--- config.mk ---
export PLATFORM = sky130hd
export DESIGN_NAME = mips_control_sequencer
export DESIGN_NICKNAME = d
export VERILOG_FILES = /design/src/rtl/mips_ctrl_pkg.sv /design/src/rtl/main_decoder.sv /design/src/rtl/mips_control_sequencer.sv
export SDC_FILE = /design/constraint.sdc
export NUM_CORES = 1
export LEC_CHECK = 0
export BUFFER_PORTS_ARGS = -buffer_cell sky130_fd_sc_hd__buf_2
export CORE_MARGIN = 5
export CORE_UTILIZATION = 49
export CTS_CLUSTER_DIAMETER = 60
export DETAILED_ROUTE_END_ITERATION = 8
export PLACE_DENSITY = 0.8
export SLEW_MARGIN = 0
export SYNTH_ARGS = -nofsm -noshare
export SYNTH_HDL_FRONTEND = slang
export SYNTH_SLANG_ARGS = --single-unit
--- constraint.sdc ---
create_clock -name clk -period 3 [get_ports clk]
set_input_delay 0.3 -clock clk [delete_from_list [all_inputs] [get_ports clk]]
set_output_delay 0.3 -clock clk [all_outputs]
set_load 0.02 [all_outputs]
--- src/rtl/mips_ctrl_pkg.sv ---
// rtl/mips_ctrl_pkg.sv - shared opcode, funct, ALU and state encodings for the control sequencer
package mips_ctrl_pkg;

    localparam logic [5:0] OP_RTYPE = 6'b000000;
    localparam logic [5:0] OP_LW    = 6'b100011;
    localparam logic [5:0] OP_SW    = 6'b101011;
    localparam logic [5:0] OP_BEQ   = 6'b000100;
    localparam logic [5:0] OP_ADDI  = 6'b001000;

    localparam logic [5:0] FN_ADD = 6'b100000;
    localparam logic [5:0] FN_SUB = 6'b100010;
    localparam logic [5:0] FN_AND = 6'b100100;
    localparam logic [5:0] FN_OR  = 6'b100101;
    localparam logic [5:0] FN_SLT = 6'b101010;

    localparam logic [2:0] ALU_AND = 3'b000;
    localparam logic [2:0] ALU_OR  = 3'b001;
    localparam logic [2:0] ALU_ADD = 3'b010;
    localparam logic [2:0] ALU_SUB = 3'b110;
    localparam logic [2:0] ALU_SLT = 3'b111;

    typedef enum logic [2:0] {
        ST_IDLE = 3'd0,
        ST_RUN  = 3'd1,
        ST_HALT = 3'd2,
        ST_STEP = 3'd3,
        ST_TRAP = 3'd4
    } state_e;

    typedef struct packed {
        logic       reg_write;
        logic       reg_dst;
        logic       alu_src;
        logic       branch;
        logic       mem_write;
        logic       mem_to_reg;
        logic [2:0] alu_control;
    } ctrl_t;

endpackage

--- src/rtl/main_decoder.sv ---
// rtl/main_decoder.sv - combinational instruction word to raw control bundle plus illegal flag
module main_decoder
    import mips_ctrl_pkg::*;
(
    input  logic [31:0] instr_i,
    output ctrl_t       ctrl_o,
    output logic        illegal_o
);

    logic [5:0] opcode;
    logic [5:0] funct;

    assign opcode = instr_i[31:26];
    assign funct  = instr_i[5:0];

    always_comb begin
        ctrl_o    = '0;
        illegal_o = 1'b0;
        // The all-zero word is a NOP, not an R-type with an unknown funct.
        if (instr_i != 32'h0) begin
            case (opcode)
                OP_RTYPE: begin
                    ctrl_o.reg_write = 1'b1;
                    ctrl_o.reg_dst   = 1'b1;
                    case (funct)
                        FN_ADD:  ctrl_o.alu_control = ALU_ADD;
                        FN_SUB:  ctrl_o.alu_control = ALU_SUB;
                        FN_AND:  ctrl_o.alu_control = ALU_AND;
                        FN_OR:   ctrl_o.alu_control = ALU_OR;
                        FN_SLT:  ctrl_o.alu_control = ALU_SLT;
                        default: illegal_o = 1'b1;
                    endcase
                end
                OP_LW: begin
                    ctrl_o.reg_write   = 1'b1;
                    ctrl_o.alu_src     = 1'b1;
                    ctrl_o.mem_to_reg  = 1'b1;
                    ctrl_o.alu_control = ALU_ADD;
                end
                OP_SW: begin
                    ctrl_o.mem_write   = 1'b1;
                    ctrl_o.alu_src     = 1'b1;
                    ctrl_o.alu_control = ALU_ADD;
                end
                OP_BEQ: begin
                    ctrl_o.branch      = 1'b1;
                    ctrl_o.alu_control = ALU_SUB;
                end
                OP_ADDI: begin
                    ctrl_o.reg_write   = 1'b1;
                    ctrl_o.alu_src     = 1'b1;
                    ctrl_o.alu_control = ALU_ADD;
                end
                default: illegal_o = 1'b1;
            endcase
        end
    end

endmodule

--- src/rtl/mips_control_sequencer.sv ---
// rtl/mips_control_sequencer.sv - run/halt/step sequencer gating decoded controls, retire counter and trap capture
module mips_control_sequencer
    import mips_ctrl_pkg::*;
#(
    parameter int CNT_WIDTH = 32
) (
    input  logic                 clk,
    input  logic                 reset,
    input  logic                 start,
    input  logic                 halt_req,
    input  logic                 step,
    input  logic [31:0]          Instr,
    input  logic [31:0]          pc,
    output logic                 RegWrite,
    output logic                 RegDst,
    output logic                 ALUSrc,
    output logic                 Branch,
    output logic                 MemWrite,
    output logic                 MemtoReg,
    output logic [2:0]           ALUControl,
    output logic                 pc_en,
    output logic [2:0]           state_o,
    output logic [CNT_WIDTH-1:0] retired,
    output logic                 trap,
    output logic [31:0]          trap_pc,
    output logic [31:0]          trap_instr
);

    state_e               state_q, state_d;
    logic [CNT_WIDTH-1:0] retired_q;
    logic                 trap_q;
    logic [31:0]          trap_pc_q;
    logic [31:0]          trap_instr_q;

    ctrl_t ctrl_raw;
    ctrl_t ctrl_gated;
    logic  illegal;
    logic  executing;
    logic  fire;
    logic  enter_trap;

    main_decoder u_main_decoder (
        .instr_i   (Instr),
        .ctrl_o    (ctrl_raw),
        .illegal_o (illegal)
    );

    assign executing  = (state_q == ST_RUN) || (state_q == ST_STEP);
    assign fire       = executing && !illegal;
    assign enter_trap = executing && illegal;
    assign ctrl_gated = fire ? ctrl_raw : '0;

    always_comb begin
        state_d = state_q;
        case (state_q)
            ST_IDLE: if (start) state_d = ST_RUN;
            ST_RUN: begin
                if (illegal)       state_d = ST_TRAP;
                else if (halt_req) state_d = ST_HALT;
            end
            ST_HALT: begin
                if (start)     state_d = ST_RUN;
                else if (step) state_d = ST_STEP;
            end
            // Always returning to HALT is what makes a held step re-arm every other cycle.
            ST_STEP: state_d = illegal ? ST_TRAP : ST_HALT;
            ST_TRAP: state_d = ST_TRAP;
            default: state_d = ST_IDLE;
        endcase
    end

    always_ff @(posedge clk or negedge reset) begin
        if (!reset) begin
            state_q      <= ST_IDLE;
            retired_q    <= '0;
            trap_q       <= 1'b0;
            trap_pc_q    <= '0;
            trap_instr_q <= '0;
        end else begin
            state_q <= state_d;
            if (fire) retired_q <= retired_q + CNT_WIDTH'(1);
            if (enter_trap) begin
                trap_q       <= 1'b1;
                trap_pc_q    <= pc;
                trap_instr_q <= Instr;
            end
        end
    end

    assign RegWrite   = ctrl_gated.reg_write;
    assign RegDst     = ctrl_gated.reg_dst;
    assign ALUSrc     = ctrl_gated.alu_src;
    assign Branch     = ctrl_gated.branch;
    assign MemWrite   = ctrl_gated.mem_write;
    assign MemtoReg   = ctrl_gated.mem_to_reg;
    assign ALUControl = ctrl_gated.alu_control;
    assign pc_en      = fire;
    assign state_o    = state_q;
    assign retired    = retired_q;
    assign trap       = trap_q;
    assign trap_pc    = trap_pc_q;
    assign trap_instr = trap_instr_q;

endmodule

==> flow_metrics.env <==
export IMPL_fin_cells=644
export IMPL_dp_cells=627
export IMPL_vias=3504
export IMPL_start_util_pct=49.8
export IMPL_r2r_end="trap_pc[25]"
export IMPL_tightest_slew_ns=1.05
export IMPL_fp_dieH_um=107
export IMPL_setup_viol=0
export IMPL_required_ns=2.70
export IMPL_ff2ff_setup_slack_ns=0.56
export IMPL_post_place_ws_ns=0.188
export IMPL_power_density_nw_per_um2=891
export IMPL_path_depth=8
export IMPL_via_per_inst=5.44
export IMPL_die_area_um2=11400
export IMPL_rows=35
export IMPL_worstSetupEndpoint="MemWrite"
export IMPL_synth_distinct_cells=39
export IMPL_yosys_top_cells_area="dfrtp_1 (55%), mux2_4 (12%), mux2_2 (6.6%)"
export IMPL_place_area_um2=5610
export IMPL_cts_root_buf="clkbuf_8"
export IMPL_ir_worst_vdd_v=0.000501
export IMPL_yosysWarnings=0
export IMPL_h_tree_depth=3
export IMPL_cp_max_fo=32
export IMPL_syn2layout_area_growth_pct=26.5
export IMPL_finalNetCount=598
export IMPL_tns_ns=0
export IMPL_drtIter0Drc=201
export IMPL_r2r_cells=4
export IMPL_clk_pin_slew_worst_paths_ns=0.09
export IMPL_crit_type="in2out"
export IMPL_cp_buffers_inverters=3
export IMPL_grt_pass1_vias=3530
export IMPL_numPortBuffers=178
export IMPL_cap_violations=0
export IMPL_hold_violations=0
export IMPL_post_synth_top_area_fraction_pct=54.6
export IMPL_core_um2=9200
export IMPL_wirelength_mm=11.3
export IMPL_fin_ws_ns=0.362
export IMPL_rsz0062_at_grt="false"
export IMPL_timing_max_transition_violations_final=0
export IMPL_dr_pass1_iters=4
export IMPL_cpLargestDelayFamily="simple AND/OR/NAND/NOR gates"
export IMPL_cts_buffers_inserted=9
export IMPL_cts_buffer_depth=2
export IMPL_post_drt_wl_per_cell_um=17.5
export IMPL_antenna_left=0
export IMPL_total_power_mw=5.17
export IMPL_final_cell_mix="buf_2 (177), dfrtp_1 (100), mux2_4 (38)"
export IMPL_cpMaxStageDelayCell="or4_4"
export IMPL_post_dp_hpwl_mm=8.39
export IMPL_ioPinCount=179
export IMPL_gp_congestion=0.786
export IMPL_hold_path_class="in2reg"
export IMPL_nFillCells=741
export IMPL_netlist_instances=347
export IMPL_synth_largest_area_cell="dfrtp_1"
export IMPL_arrival_ns=2.34
export IMPL_clkLatencyLatePin_ns=0.35
export IMPL_drive_gt1_share_pct=51.2
export IMPL_ys_seq_area_share_pct=54.6
export IMPL_antenna_found_initial=0
export IMPL_grt_overflow=0
export IMPL_path_cells="buf_2 -> or3_1 -> or4_4 -> o21ai_2 -> buf_4 -> nand2_1 -> nor3_1 -> buf_2"
export IMPL_cts_num_sinks=100
export IMPL_worstSetupStartpointType="primary input"
export IMPL_maxSlewHeadroom_pct=29.6
export IMPL_r2r_start="state_o[2]"
export IMPL_post_route_period_util_pct=87.9
export IMPL_netlist_area_um2=4580
export IMPL_syn_area_per_cell_um2=13.2
export IMPL_stdcell_area_um2=5800
export IMPL_grt_pass1_wl_mm=18.3
export IMPL_syn_nets=417
export IMPL_max_stage_delay_ns=0.48
export IMPL_cp_end_kind="output port"
export IMPL_final_common_cell="buf_2"
export IMPL_cts_setup_buffers=0
export IMPL_max_freq_mhz=379
export IMPL_outcome="finished clean"
export IMPL_finalClockSkew_ns=0.0116
export IMPL_fp_dieW_um=107
export IMPL_grtUsageTotal_pct=20.0
export IMPL_path_common_cell="buf_2"
export IMPL_grt_max_degree=58
export IMPL_cts_tree="yes"
export IMPL_period_minus_slack_ns=2.64
export IMPL_p_leak_nw=2.79
export IMPL_drc=0
export IMPL_hold_start="halt_req"
export IMPL_crit_start="Instr[27]"
export IMPL_synth_seq_cells=100
export IMPL_antenna_cells=0
## worst min path at each step
stage / to / slack (ns) / cells past startpoint
after global routing: state_o[0] / 0.12 / 2
after global placement: retired[18] / 0.34 / 1
after detailed placement: retired[18] / 0.35 / 1
after CTS: state_o[0] / 0.12 / 2
final: state_o[0] / 0.15 / 2
after floorplan: retired[0] / 0.004 / 0
## through the flow
| stage | utilization [%] | hold slack, ns |
|---|---|---|
| 5_1_grt | 63.0 | 0.124 |
| 3_5_place_dp | 61.0 | 0.349 |
| 3_3_place_gp | 61.0 | 0.339 |
| 6_report | 63.0 | 0.146 |
| 4_1_cts | 63.0 | 0.122 |
| 2_1_floorplan | - | 0.00441 |
## synthesized netlist by cell type (all sizes together)
cell type and count:
o32a 1, o21ai 10, nand4 5, clkbuf 12, nor2b 2, buf 5, a31o 1, o31ai 1
a21oi 4, inv 2, o21a 1, or3 3, nor3 10, mux2i 1, ha 1, or4 2
nand2b 2, a31oi 1, or2 2, o2111ai 15, nand2 13, and3 4, o211ai 7, and2 1
nand4b 2, nor4 12, and4 7, nand3 5, xnor2 32, dfrtp 100, nor2 16, a21o 1
a211oi 1, mux2 65
## per-layer routing
metal	global-route usage (%)	wire length (µm)	share of wire (%)	vias up
met3	5.00	713	6.3	18
li1	-	-	-	1633
met1	26.2	4700	42	1720
met4	5.94	229	2.0	0
met2	33.1	5620	50	133
met5	0	0	0	-
## timing repair
| action | 4_1_cts | 5_1_grt |
|---|---|---|
| resized for setup | 0 | 0 |
| hold buffers | 1 | 0 |
| endpoints found under the hold margin | 47 | 0 |
## report_power, final
part	leakage, nW	internal, mW	switching (mW)
clock	0.0877	0.311	0.474
combinational	1.46	1.06	1.22
sequential	1.24	1.82	0.279
total	2.79	3.20	1.97
## layout make-up
type | count | area (µm²) | area share [%]
Clock inverter | 6 | 47.5 | 0.820
Sequential cell | 100 | 2500 | 43.2
Inverter | 2 | 7.51 | 0.129
Clock buffer | 10 | 128 | 2.20
Tap cell | 111 | 139 | 2.40
Multi-Input combinational cell | 228 | 1990 | 34.2
Timing Repair Buffer | 187 | 988 | 17.0
## cell families (layout without fill, tap and decap cells)
group / count (synthesis) / in the layout / share of synthesized area, %
flops: 100 / 100 / 54.6
simple gates: 86 / 86 / 10.7
mux: 66 / 66 / 19.3
compound gates: 43 / 43 / 6.75
xor+xnor: 32 / 32 / 6.12
buf+inv: 19 / 205 / 2.24
fa+ha+maj: 1 / 1 / 0.273
## state kept, by name, indices dropped and copies added (netlist names)
name and cells:
state_o 3, trap_pc 32, trap 1, trap_instr 32
retired 32
No activity file was read; power rests on OpenSTA's default activity.
